[src/rtl/pe_sequencer.sv]
// rtl/pe_sequencer.sv - row-stationary PE load/compute/readout sequencer
//
// Purpose: owns every scratchpad address and enable of one processing element.
//   Loads S filter taps and W ifmap words, then issues S*E multiply-accumulate
//   address triples (E = W - S + 1), drains the mult/add pipeline, and streams
//   the E partial-sum addresses out under a valid/ready handshake.
//
// Ports:
//   i_clk, i_rst_n          clock, asynchronous active-low reset
//   i_start                 one-cycle pass request, honoured only in IDLE
//   i_cfg_s_m1, i_cfg_w_m1  filter taps S-1, ifmap length W-1
//   i_filt_valid  / o_filt_ready   filter load handshake
//   i_ifmap_valid / o_ifmap_ready  ifmap load handshake
//   o_load_filter, o_load_ifmap    scratchpad write strobes
//   o_ld_addr_filter, o_ld_addr_ifmap  scratchpad write addresses
//   o_sel_filter_addr, o_sel_ifmap_addr  scratchpad read addresses
//   o_psum_sel              psum address (accumulate or readout)
//   o_en, o_psum_clr        datapath enable, accumulator restart
//   o_out_valid / i_out_ready  psum readout handshake
//   o_done                  one-cycle pulse at pass end
//   o_err                   sticky until next start; S > W
module pe_sequencer #(
  parameter int FILT_AW    = 6,
  parameter int IFMAP_AW   = 4,
  parameter int PSUM_AW    = 4,
  parameter int PIPE_DEPTH = 3
) (
  input  logic                i_clk,
  input  logic                i_rst_n,
  input  logic                i_start,
  input  logic [FILT_AW-1:0]  i_cfg_s_m1,
  input  logic [IFMAP_AW-1:0] i_cfg_w_m1,
  input  logic                i_filt_valid,
  output logic                o_filt_ready,
  input  logic                i_ifmap_valid,
  output logic                o_ifmap_ready,
  output logic                o_load_filter,
  output logic                o_load_ifmap,
  output logic [FILT_AW-1:0]  o_ld_addr_filter,
  output logic [IFMAP_AW-1:0] o_ld_addr_ifmap,
  output logic [FILT_AW-1:0]  o_sel_filter_addr,
  output logic [IFMAP_AW-1:0] o_sel_ifmap_addr,
  output logic [PSUM_AW-1:0]  o_psum_sel,
  output logic                o_en,
  output logic                o_psum_clr,
  output logic                o_out_valid,
  input  logic                i_out_ready,
  output logic                o_done,
  output logic                o_err
);

  localparam int CW = (FILT_AW > IFMAP_AW) ? FILT_AW : IFMAP_AW;
  localparam int DW = (PIPE_DEPTH > 1) ? $clog2(PIPE_DEPTH) : 1;

  typedef enum logic [2:0] {
    S_IDLE, S_LOAD_F, S_LOAD_I, S_COMPUTE, S_DRAIN, S_READOUT, S_FIN
  } state_t;

  state_t              r_state, w_state_nxt;
  logic [FILT_AW-1:0]  r_s_m1, w_s_m1_nxt;
  logic [IFMAP_AW-1:0] r_w_m1, w_w_m1_nxt;
  logic [IFMAP_AW-1:0] r_e_m1, w_e_m1_nxt;
  logic [CW-1:0]       r_cnt, w_cnt_nxt;
  logic [FILT_AW-1:0]  r_s, w_s_nxt;
  logic [IFMAP_AW-1:0] r_e, w_e_nxt;
  logic [PSUM_AW-1:0]  r_r, w_r_nxt;
  logic [DW-1:0]       r_dcnt, w_dcnt_nxt;
  logic                r_err, w_err_nxt;

  // Compute/readout outputs are registered from next-state values so they
  // line up with the state they belong to.
  logic [FILT_AW-1:0]  r_sel_f, w_sel_f_nxt;
  logic [IFMAP_AW-1:0] r_sel_i, w_sel_i_nxt;
  logic [PSUM_AW-1:0]  r_psum_sel, w_psum_sel_nxt;
  logic                r_en, w_en_nxt;
  logic                r_clr, w_clr_nxt;
  logic                r_out_valid, w_out_valid_nxt;
  logic                r_done, w_done_nxt;

  logic w_in_lf, w_in_li;

  always_ff @(posedge i_clk or negedge i_rst_n) begin
    if (!i_rst_n) begin
      r_state     <= S_IDLE;
      r_s_m1      <= '0;
      r_w_m1      <= '0;
      r_e_m1      <= '0;
      r_cnt       <= '0;
      r_s         <= '0;
      r_e         <= '0;
      r_r         <= '0;
      r_dcnt      <= '0;
      r_err       <= 1'b0;
      r_sel_f     <= '0;
      r_sel_i     <= '0;
      r_psum_sel  <= '0;
      r_en        <= 1'b0;
      r_clr       <= 1'b0;
      r_out_valid <= 1'b0;
      r_done      <= 1'b0;
    end else begin
      r_state     <= w_state_nxt;
      r_s_m1      <= w_s_m1_nxt;
      r_w_m1      <= w_w_m1_nxt;
      r_e_m1      <= w_e_m1_nxt;
      r_cnt       <= w_cnt_nxt;
      r_s         <= w_s_nxt;
      r_e         <= w_e_nxt;
      r_r         <= w_r_nxt;
      r_dcnt      <= w_dcnt_nxt;
      r_err       <= w_err_nxt;
      r_sel_f     <= w_sel_f_nxt;
      r_sel_i     <= w_sel_i_nxt;
      r_psum_sel  <= w_psum_sel_nxt;
      r_en        <= w_en_nxt;
      r_clr       <= w_clr_nxt;
      r_out_valid <= w_out_valid_nxt;
      r_done      <= w_done_nxt;
    end
  end

  always_comb begin
    w_state_nxt = r_state;
    w_s_m1_nxt  = r_s_m1;
    w_w_m1_nxt  = r_w_m1;
    w_e_m1_nxt  = r_e_m1;
    w_cnt_nxt   = r_cnt;
    w_s_nxt     = r_s;
    w_e_nxt     = r_e;
    w_r_nxt     = r_r;
    w_dcnt_nxt  = r_dcnt;
    w_err_nxt   = r_err;

    case (r_state)
      S_IDLE: begin
        if (i_start) begin
          w_s_m1_nxt = i_cfg_s_m1;
          w_w_m1_nxt = i_cfg_w_m1;
          // E-1 = (W-1) - (S-1); only meaningful when S <= W, which bounds it.
          w_e_m1_nxt = i_cfg_w_m1 - IFMAP_AW'(i_cfg_s_m1);
          w_cnt_nxt  = '0;
          if (32'(i_cfg_s_m1) > 32'(i_cfg_w_m1)) begin
            w_err_nxt   = 1'b1;
            w_state_nxt = S_FIN;
          end else begin
            w_err_nxt   = 1'b0;
            w_state_nxt = S_LOAD_F;
          end
        end
      end
      S_LOAD_F: begin
        if (i_filt_valid) begin
          if (r_cnt == CW'(r_s_m1)) begin
            w_cnt_nxt   = '0;
            w_state_nxt = S_LOAD_I;
          end else begin
            w_cnt_nxt = r_cnt + CW'(1);
          end
        end
      end
      S_LOAD_I: begin
        if (i_ifmap_valid) begin
          if (r_cnt == CW'(r_w_m1)) begin
            w_cnt_nxt   = '0;
            w_s_nxt     = '0;
            w_e_nxt     = '0;
            w_state_nxt = S_COMPUTE;
          end else begin
            w_cnt_nxt = r_cnt + CW'(1);
          end
        end
      end
      S_COMPUTE: begin
        // Tap s is the inner loop, output e the outer one.
        if (r_s == r_s_m1) begin
          w_s_nxt = '0;
          if (r_e == r_e_m1) begin
            w_dcnt_nxt  = '0;
            w_state_nxt = S_DRAIN;
          end else begin
            w_e_nxt = r_e + IFMAP_AW'(1);
          end
        end else begin
          w_s_nxt = r_s + FILT_AW'(1);
        end
      end
      S_DRAIN: begin
        if (r_dcnt == DW'(PIPE_DEPTH - 1)) begin
          w_r_nxt     = '0;
          w_state_nxt = S_READOUT;
        end else begin
          w_dcnt_nxt = r_dcnt + DW'(1);
        end
      end
      S_READOUT: begin
        if (i_out_ready) begin
          if (r_r == PSUM_AW'(r_e_m1)) begin
            w_state_nxt = S_FIN;
          end else begin
            w_r_nxt = r_r + PSUM_AW'(1);
          end
        end
      end
      S_FIN: begin
        w_state_nxt = S_IDLE;
      end
      default: begin
        w_state_nxt = S_IDLE;
      end
    endcase

    w_en_nxt        = (w_state_nxt == S_COMPUTE) || (w_state_nxt == S_DRAIN);
    w_clr_nxt       = (w_state_nxt == S_COMPUTE) && (w_s_nxt == '0);
    w_out_valid_nxt = (w_state_nxt == S_READOUT);
    w_done_nxt      = (w_state_nxt == S_FIN);
    w_sel_f_nxt     = '0;
    w_sel_i_nxt     = '0;
    w_psum_sel_nxt  = '0;
    if (w_state_nxt == S_COMPUTE) begin
      w_sel_f_nxt    = w_s_nxt;
      // e + s never exceeds W-1, so dropping the carry bit is safe.
      w_sel_i_nxt    = IFMAP_AW'((IFMAP_AW+1)'(w_e_nxt) + (IFMAP_AW+1)'(w_s_nxt));
      w_psum_sel_nxt = PSUM_AW'(w_e_nxt);
    end else if (w_state_nxt == S_DRAIN) begin
      w_psum_sel_nxt = PSUM_AW'(r_e_m1);
    end else if (w_state_nxt == S_READOUT) begin
      w_psum_sel_nxt = w_r_nxt;
    end
  end

  // Load side is combinational so a transfer is written in the cycle it is offered.
  assign w_in_lf = (r_state == S_LOAD_F);
  assign w_in_li = (r_state == S_LOAD_I);

  assign o_filt_ready      = w_in_lf;
  assign o_ifmap_ready     = w_in_li;
  assign o_load_filter     = w_in_lf & i_filt_valid;
  assign o_load_ifmap      = w_in_li & i_ifmap_valid;
  assign o_ld_addr_filter  = w_in_lf ? FILT_AW'(r_cnt) : '0;
  assign o_ld_addr_ifmap   = w_in_li ? IFMAP_AW'(r_cnt) : '0;
  assign o_sel_filter_addr = r_sel_f;
  assign o_sel_ifmap_addr  = r_sel_i;
  assign o_psum_sel        = r_psum_sel;
  assign o_en              = r_en;
  assign o_psum_clr        = r_clr;
  assign o_out_valid       = r_out_valid;
  assign o_done            = r_done;
  assign o_err             = r_err;

endmodule

[config.mk]
export PLATFORM = sky130hd
export DESIGN_NAME = pe_sequencer
export DESIGN_NICKNAME = d
export VERILOG_FILES = /design/src/rtl/pe_sequencer.sv
export SDC_FILE = /design/constraint.sdc
export NUM_CORES = 1
export LEC_CHECK = 0
export CAP_MARGIN = 15
export CORE_ASPECT_RATIO = 1.75
export CORE_MARGIN = 2
export CORE_UTILIZATION = 50
export CTS_CLUSTER_SIZE = 12
export DETAILED_ROUTE_END_ITERATION = 8
export PLACE_DENSITY = 0.74
export SKIP_LAST_GASP = 1
export SLEW_MARGIN = 10
export SYNTH_ARGS = -nofsm -noshare
export SYNTH_HDL_FRONTEND = slang
export SYNTH_SLANG_ARGS = --single-unit
[constraint.sdc]
create_clock -name i_clk -period 3.45 [get_ports i_clk]
set_clock_uncertainty 0.2 [all_clocks]
set_input_delay 0.345 -clock i_clk [delete_from_list [all_inputs] [get_ports i_clk]]
set_output_delay 0.345 -clock i_clk [all_outputs]
set_load 0.05 [all_outputs]
==> flow_summary.yaml, run 1 <==
worst_setup_path:
  path_max_fanout: 11
  cp.arrival_ns: 3.10
  cp-end-kind: "flip-flop"
  worstSetupStartpointType: "flip-flop"
  r2r_start: "r_state[1]"
  crit_start: "r_state[1]"
  worst_ep_required_time_ns: 3.50
  critical_path_class: "flip-flop to flip-flop"
placed_design:
  dp_cells: 488
  place_congestion: 0.883
  place_area_mm2: 0.00405
  dp.final_hpwl_um: 6050
  io_buffer_count: 48
clocking:
  worst_skew_pair.late_latency_ns: 0.33
  htreeDepth: 3
  cts_hold_buf: 0
  cts_tree: "yes"
  cts_resized: 0
  clock_path_buffers: 2
  numCtsBuffers: 9
  root_buffer: "clkbuf_16"
  cts_setup_buffers: 0
  cts.sinks: 58
  cts.clk_slew.worst_paths_ns: 0.05
global_route:
  grt-ovfl-total: 0
  grt_pass1_wl_um: 13400
  grt_max_degree: 45
  grt.total_usage_pct: 23.5
  antenna_found_initial: 0
  grt_pass1_vias: 2850
sta:
  worst_pin_slew_ns: 1.02
  hold_viol: 12
  max_slew_margin_pct: 32.0
  slew_viol_final: 0
  setup_tns_ns: 0
  whs_ns: -0.0122
  max_freq_mhz: 328
  setup_viol: 0
  final.min_clock_period_ns: 3.05
  fin_crit_sh_pct: 88.3
  rsz0062_at_grt: "false"
power_and_ir_drop:
  ir_drop_mv: 0.426
  p_per_area_mw_per_mm2: 937
  p_leak_nw: 1.98
yosys:
  synth_seq_area_share_pct: 41.6
  synth_edf_count: 0
  synth_top_area_share_pct: 41.6
  synth_area_leaders: "dfrtp_1 (42%), ha_1 (5.4%), nand2_1 (4.5%)"
  synth_top_area_cell: "dfrtp_1"
  ys_async_sr_fraction_pct: 100
  syn_inst: 366
  synth_most_common_cell: "dfrtp_1"
  synth_cell_type_count: 54
  yosys_warnings: 0
  syn_area_per_cell_um2: 9.54
  syn_area_mm2: 0.00349
  synth_nets: 399
  ys_ff_latch: 58
  synth_common_cells: "dfrtp_1 (58), nand2_1 (42), o21ai_0 (28), inv_1 (21), xnor2_1 (17)"
  synth-main-ff-cell: "dfrtp_1"
route:
  wirelength_um: 8170
  wl_per_cell_um: 16.2
  drtIter0Drc: 212
  via_count: 2821
  route.detailed.drc: 0
  first_pass_iters: 6
  detail_route.vias_per_cell: 5.60
  final_antenna_net_count: 0
floorplanning:
  start_util_pct: 51.3
  die_area_mm2: 0.00769
  die_y_um: 115
  ios: 49
  std_cell_rows: 40
  core_mm2: 0.00681
  fp.dieW_um: 67.2
status:
  violations: "hold timing"
  outcome: "complete, but fails checks"
final_layout:
  antenna_cells: 0
  stdcell_area_mm2: 0.00435
  fillers: 605
  finalNonFillerCells: 504
  area_growth_pct: 24.7
  finish.net_count: 448
  final_layout_size_suffix_gt1_share_pct: 9.52
job:
  maxCapViolations: 0
hold_path:
  min_path_type: "input pin to async pin"
flip-flops by register name (all words and copies together) (netlist names), 2 cells and up:
signal	cells
o_sel_filter_addr	6
r_cnt	6
r_s_m1	6
r_e	4
r_r	4
r_s	6
r_e_m1	4
r_state	3
r_dcnt	2
o_sel_ifmap_addr	4
o_psum_sel	4
r_w_m1	4
worst paths after layout:
check                                       end  slack [ns]  cells after the start
max reg2reg                 o_sel_ifmap_addr[3]        0.40                     10
min reg2reg                               o_err        0.30                      1
max                         o_sel_ifmap_addr[3]        0.40                     10
min in group i_clk                        o_err        0.30                      1
max in group asynchronous  o_sel_filter_addr[3]        2.29                      2
min                        o_sel_filter_addr[5]       -0.01                      1
stage by stage:
stage	worst slack [ns]	power [mW]	hold WS, ns	util (%)
after floorplan	0.265	2.62	-0.151	-
after global placement	0.443	3.12	0.303	59.6
after detailed placement	0.397	3.17	0.295	59.6
after CTS	0.423	4.08	0.0168	64.0
after global routing	0.197	4.34	0.0616	64.0
final	0.405	4.08	-0.0122	64.0
cells by family (layout without fill, tap and decap cells):
group	count (synthesis)	in the layout	share of synthesized area, %
XOR/XNOR	32	32	8.24
AO/OA/AOI/OAI	78	78	15.4
adder cells (fa/ha/maj)	17	17	6.52
multiplexers	8	8	2.65
buffers and inverters	40	94	4.70
AND/OR/NAND/NOR	133	133	20.9
flip-flops	58	58	41.6
layout by cell type (no fill, tap or decap), types with 11 or more instances in the layout:
| master | netlist | routed |
|---|---|---|
| a21o_1 | 11 | 11 |
| xnor2_1 | 17 | 17 |
| nand2_1 | 42 | 42 |
| inv_1 | 21 | 21 |
| clkdlybuf4s50_1 | 0 | 47 |
| nor2_1 | 16 | 16 |
| dfrtp_1 | 58 | 58 |
| o21ai_0 | 28 | 28 |
| nand3_1 | 13 | 13 |
| and2_1 | 13 | 13 |
| a21oi_1 | 12 | 12 |
| xor2_1 | 14 | 14 |
| ha_1 | 15 | 15 |
critical path: stages (launching register included):
cell	delay, ns
dfrtp_1	0.51
nor3b_4	0.45
nand4_1	0.21
or2_1	0.28
a31oi_1	0.21
inv_1	0.10
ha_1	0.29
a21o_1	0.18
a21oi_1	0.16
xnor2_1	0.16
mux2i_1	0.21
layout make-up:
type | instances | area [µm²] | share of cell area [%]
well taps | 84 | 105 | 2.41
multi-input cells | 268 | 1880 | 43.1
clock inverters | 2 | 35.0 | 0.805
flip-flops and latches | 58 | 1450 | 33.3
inverters | 21 | 78.8 | 1.81
clock buffers | 14 | 264 | 6.06
repair buffers | 57 | 543 | 12.5
metal layers:
metal / routed length [µm] / GRT usage, % / share of wire, %
met1: 3170 / 26.8 / 39
met2: 4460 / 40.5 / 55
met3: 296 / 5.41 / 3.6
met4: 237 / 10.9 / 2.9
met5: 0 / 0 / 0
report_power, final:
part	leakage (nW)	switching, mW	internal (mW)	total (mW)
logic	1.09	1.17	0.770	1.94
registers	0.745	0.322	0.921	1.24
clock network	0.147	0.297	0.597	0.894
Power figures use the tool's default switching activity.
==> run 2, diff against run 1 <==
CAP_MARGIN = 20   (was 15)
==> flow_summary.yaml, run 2 (synthesis gave the netlist of run 1 again) <==
status:
  outcome: "complete, no violations"
worst_setup_path:
  r2r_start: "r_state[1]"
  worst_ep_required_time_ns: 3.50
  worstReg2RegEnd: "o_sel_ifmap_addr[3]"
  worstSetupStartpointType: "flip-flop"
  r2r_slack_ns: 0.40
  ff2ff_path_depth: 10
  path_max_fanout: 11
  critical_path_class: "flip-flop to flip-flop"
  cp.arrival_ns: 3.10
  cp-end-kind: "flip-flop"
sta:
  fin_crit_sh_pct: 88.3
  rsz0062_at_grt: "false"
  hold_viol: 0
  slew_viol_final: 0
  setup_viol: 0
  max_slew_margin_pct: 47.3
  worst_pin_slew_ns: 0.780
  setup_tns_ns: 0
  final.min_clock_period_ns: 3.05
  whs_ns: 0.204
  max_freq_mhz: 328
clocking:
  worst_skew_pair.late_latency_ns: 0.33
  clock_path_buffers: 2
  cts_tree: "yes"
  cts.clk_slew.worst_paths_ns: 0.05
  root_buffer: "clkbuf_16"
  htreeDepth: 3
  cts.sinks: 58
  cts_setup_buffers: 0
  numCtsBuffers: 9
global_route:
  antenna_found_initial: 0
  grt.total_usage_pct: 23.5
  grt_max_degree: 45
  grt-ovfl-total: 0
  grt_pass1_vias: 2850
  grt_pass1_wl_um: 13400
floorplanning:
  die_y_um: 115
  start_util_pct: 51.3
  ios: 49
  fp.dieW_um: 67.2
  core_mm2: 0.00681
  die_area_mm2: 0.00769
  std_cell_rows: 40
route:
  met1_length_um: 3210
  wl_met2_um: 4460
  highest_layer: "met4"
  wirelength_um: 8220
  routed-wl-met3_um: 293
  detail_route.vias_per_cell: 5.59
  first_pass_iters: 4
  drtIter0Drc: 183
  final_antenna_net_count: 0
  via_count: 2831
  wl_per_cell_um: 16.2
  route.detailed.drc: 0
final_layout:
  fillers: 599
  antenna_cells: 0
  finish.net_count: 450
  stdcell_area_mm2: 0.00438
  area_growth_pct: 25.6
  layout_commonest_cell: "dfrtp_1"
  final_layout_size_suffix_gt1_share_pct: 9.72
  final_cell_mix: "dfrtp_1 (58), clkdlybuf4s50_1 (47), nand2_1 (42)"
power_and_ir_drop:
  ir_drop_mv: 0.430
  p_per_area_mw_per_mm2: 932
  p_leak_nw: 2.00
placed_design:
  io_buffer_count: 48
  dp.final_hpwl_um: 6050
  place_congestion: 0.883
  place_area_mm2: 0.00405
hold_path:
  min_path_type: "input pin to async pin"
job:
  maxCapViolations: 0
==> run 2: cell count changes in the layout (fill, tap and decap cells not counted), sizes merged <==
cell	before	now
dlygate4sd3	0	1
buf	10	11
==> run 2: layout make-up <==
class	count	area, µm²	share of cell area (%)
timing repair buffer	59	573	13.1
clock buffer	14	264	6.02
tap	84	105	2.40
multi-input combinational	268	1880	42.8
inverter	21	78.8	1.80
clock inverter	2	35.0	0.799
sequential	58	1450	33.1
==> run 2: power by group <==
group / total [mW] / leakage, nW / switching, mW / internal [mW]
Sequential: 1.25 / 0.745 / 0.326 / 0.921
Combinational: 1.95 / 1.10 / 1.17 / 0.773
Clock: 0.893 / 0.147 / 0.297 / 0.597
==> run 2: worst max path at each step <==
stage,start,end,slack [ns],depth (start not counted)
after floorplan,r_state[2],o_sel_ifmap_addr[3],0.27,11
after global placement,i_cfg_w_m1[3],r_dcnt[1],0.44,8
after detailed placement,i_cfg_w_m1[3],r_dcnt[0],0.40,8
after CTS,r_state[1],o_sel_ifmap_addr[3],0.42,10
after global routing,r_state[1],o_sel_ifmap_addr[3],0.20,10
final,r_state[1],o_sel_ifmap_addr[3],0.40,10
==> run 2: what timing repair did <==
item	CTS	global route
hold buffers	0	1
endpoints found under the hold margin	0	58
gates resized for setup	0	0
==> run 2: worst max-delay path: stages, from the launching register on <==
cell	delay [ns]
dfrtp_1	0.51
nor3b_4	0.45
nand4_1	0.21
or2_1	0.28
a31oi_1	0.21
inv_1	0.10
ha_1	0.29
a21o_1	0.18
a21oi_1	0.16
xnor2_1	0.16
mux2i_1	0.21
==> run 2: metrics by stage <==
step	utilization, %	worst slack [ns]	std cells	total power [mW]
after global routing	64.4	0.197	506	4.35
final	64.4	0.404	506	4.09
after floorplan	-	0.265	366	2.62
after global placement	59.6	0.443	488	3.12
after detailed placement	59.6	0.397	488	3.17
after CTS	64.0	0.423	504	4.08
==> run 2: metal layers <==
metal	vias up	track usage, %
met5	-	0
met4	0	10.9
met3	20	5.41
met2	73	40.5
met1	1368	26.8
li1	1370	-
==> run 3, diff against run 2 <==
CAP_MARGIN = default   (was 20)
SLEW_MARGIN = default   (was 10)
==> results of run 3 <==
Same layout as run 1: the final DEF is identical, and so are final timing and power.
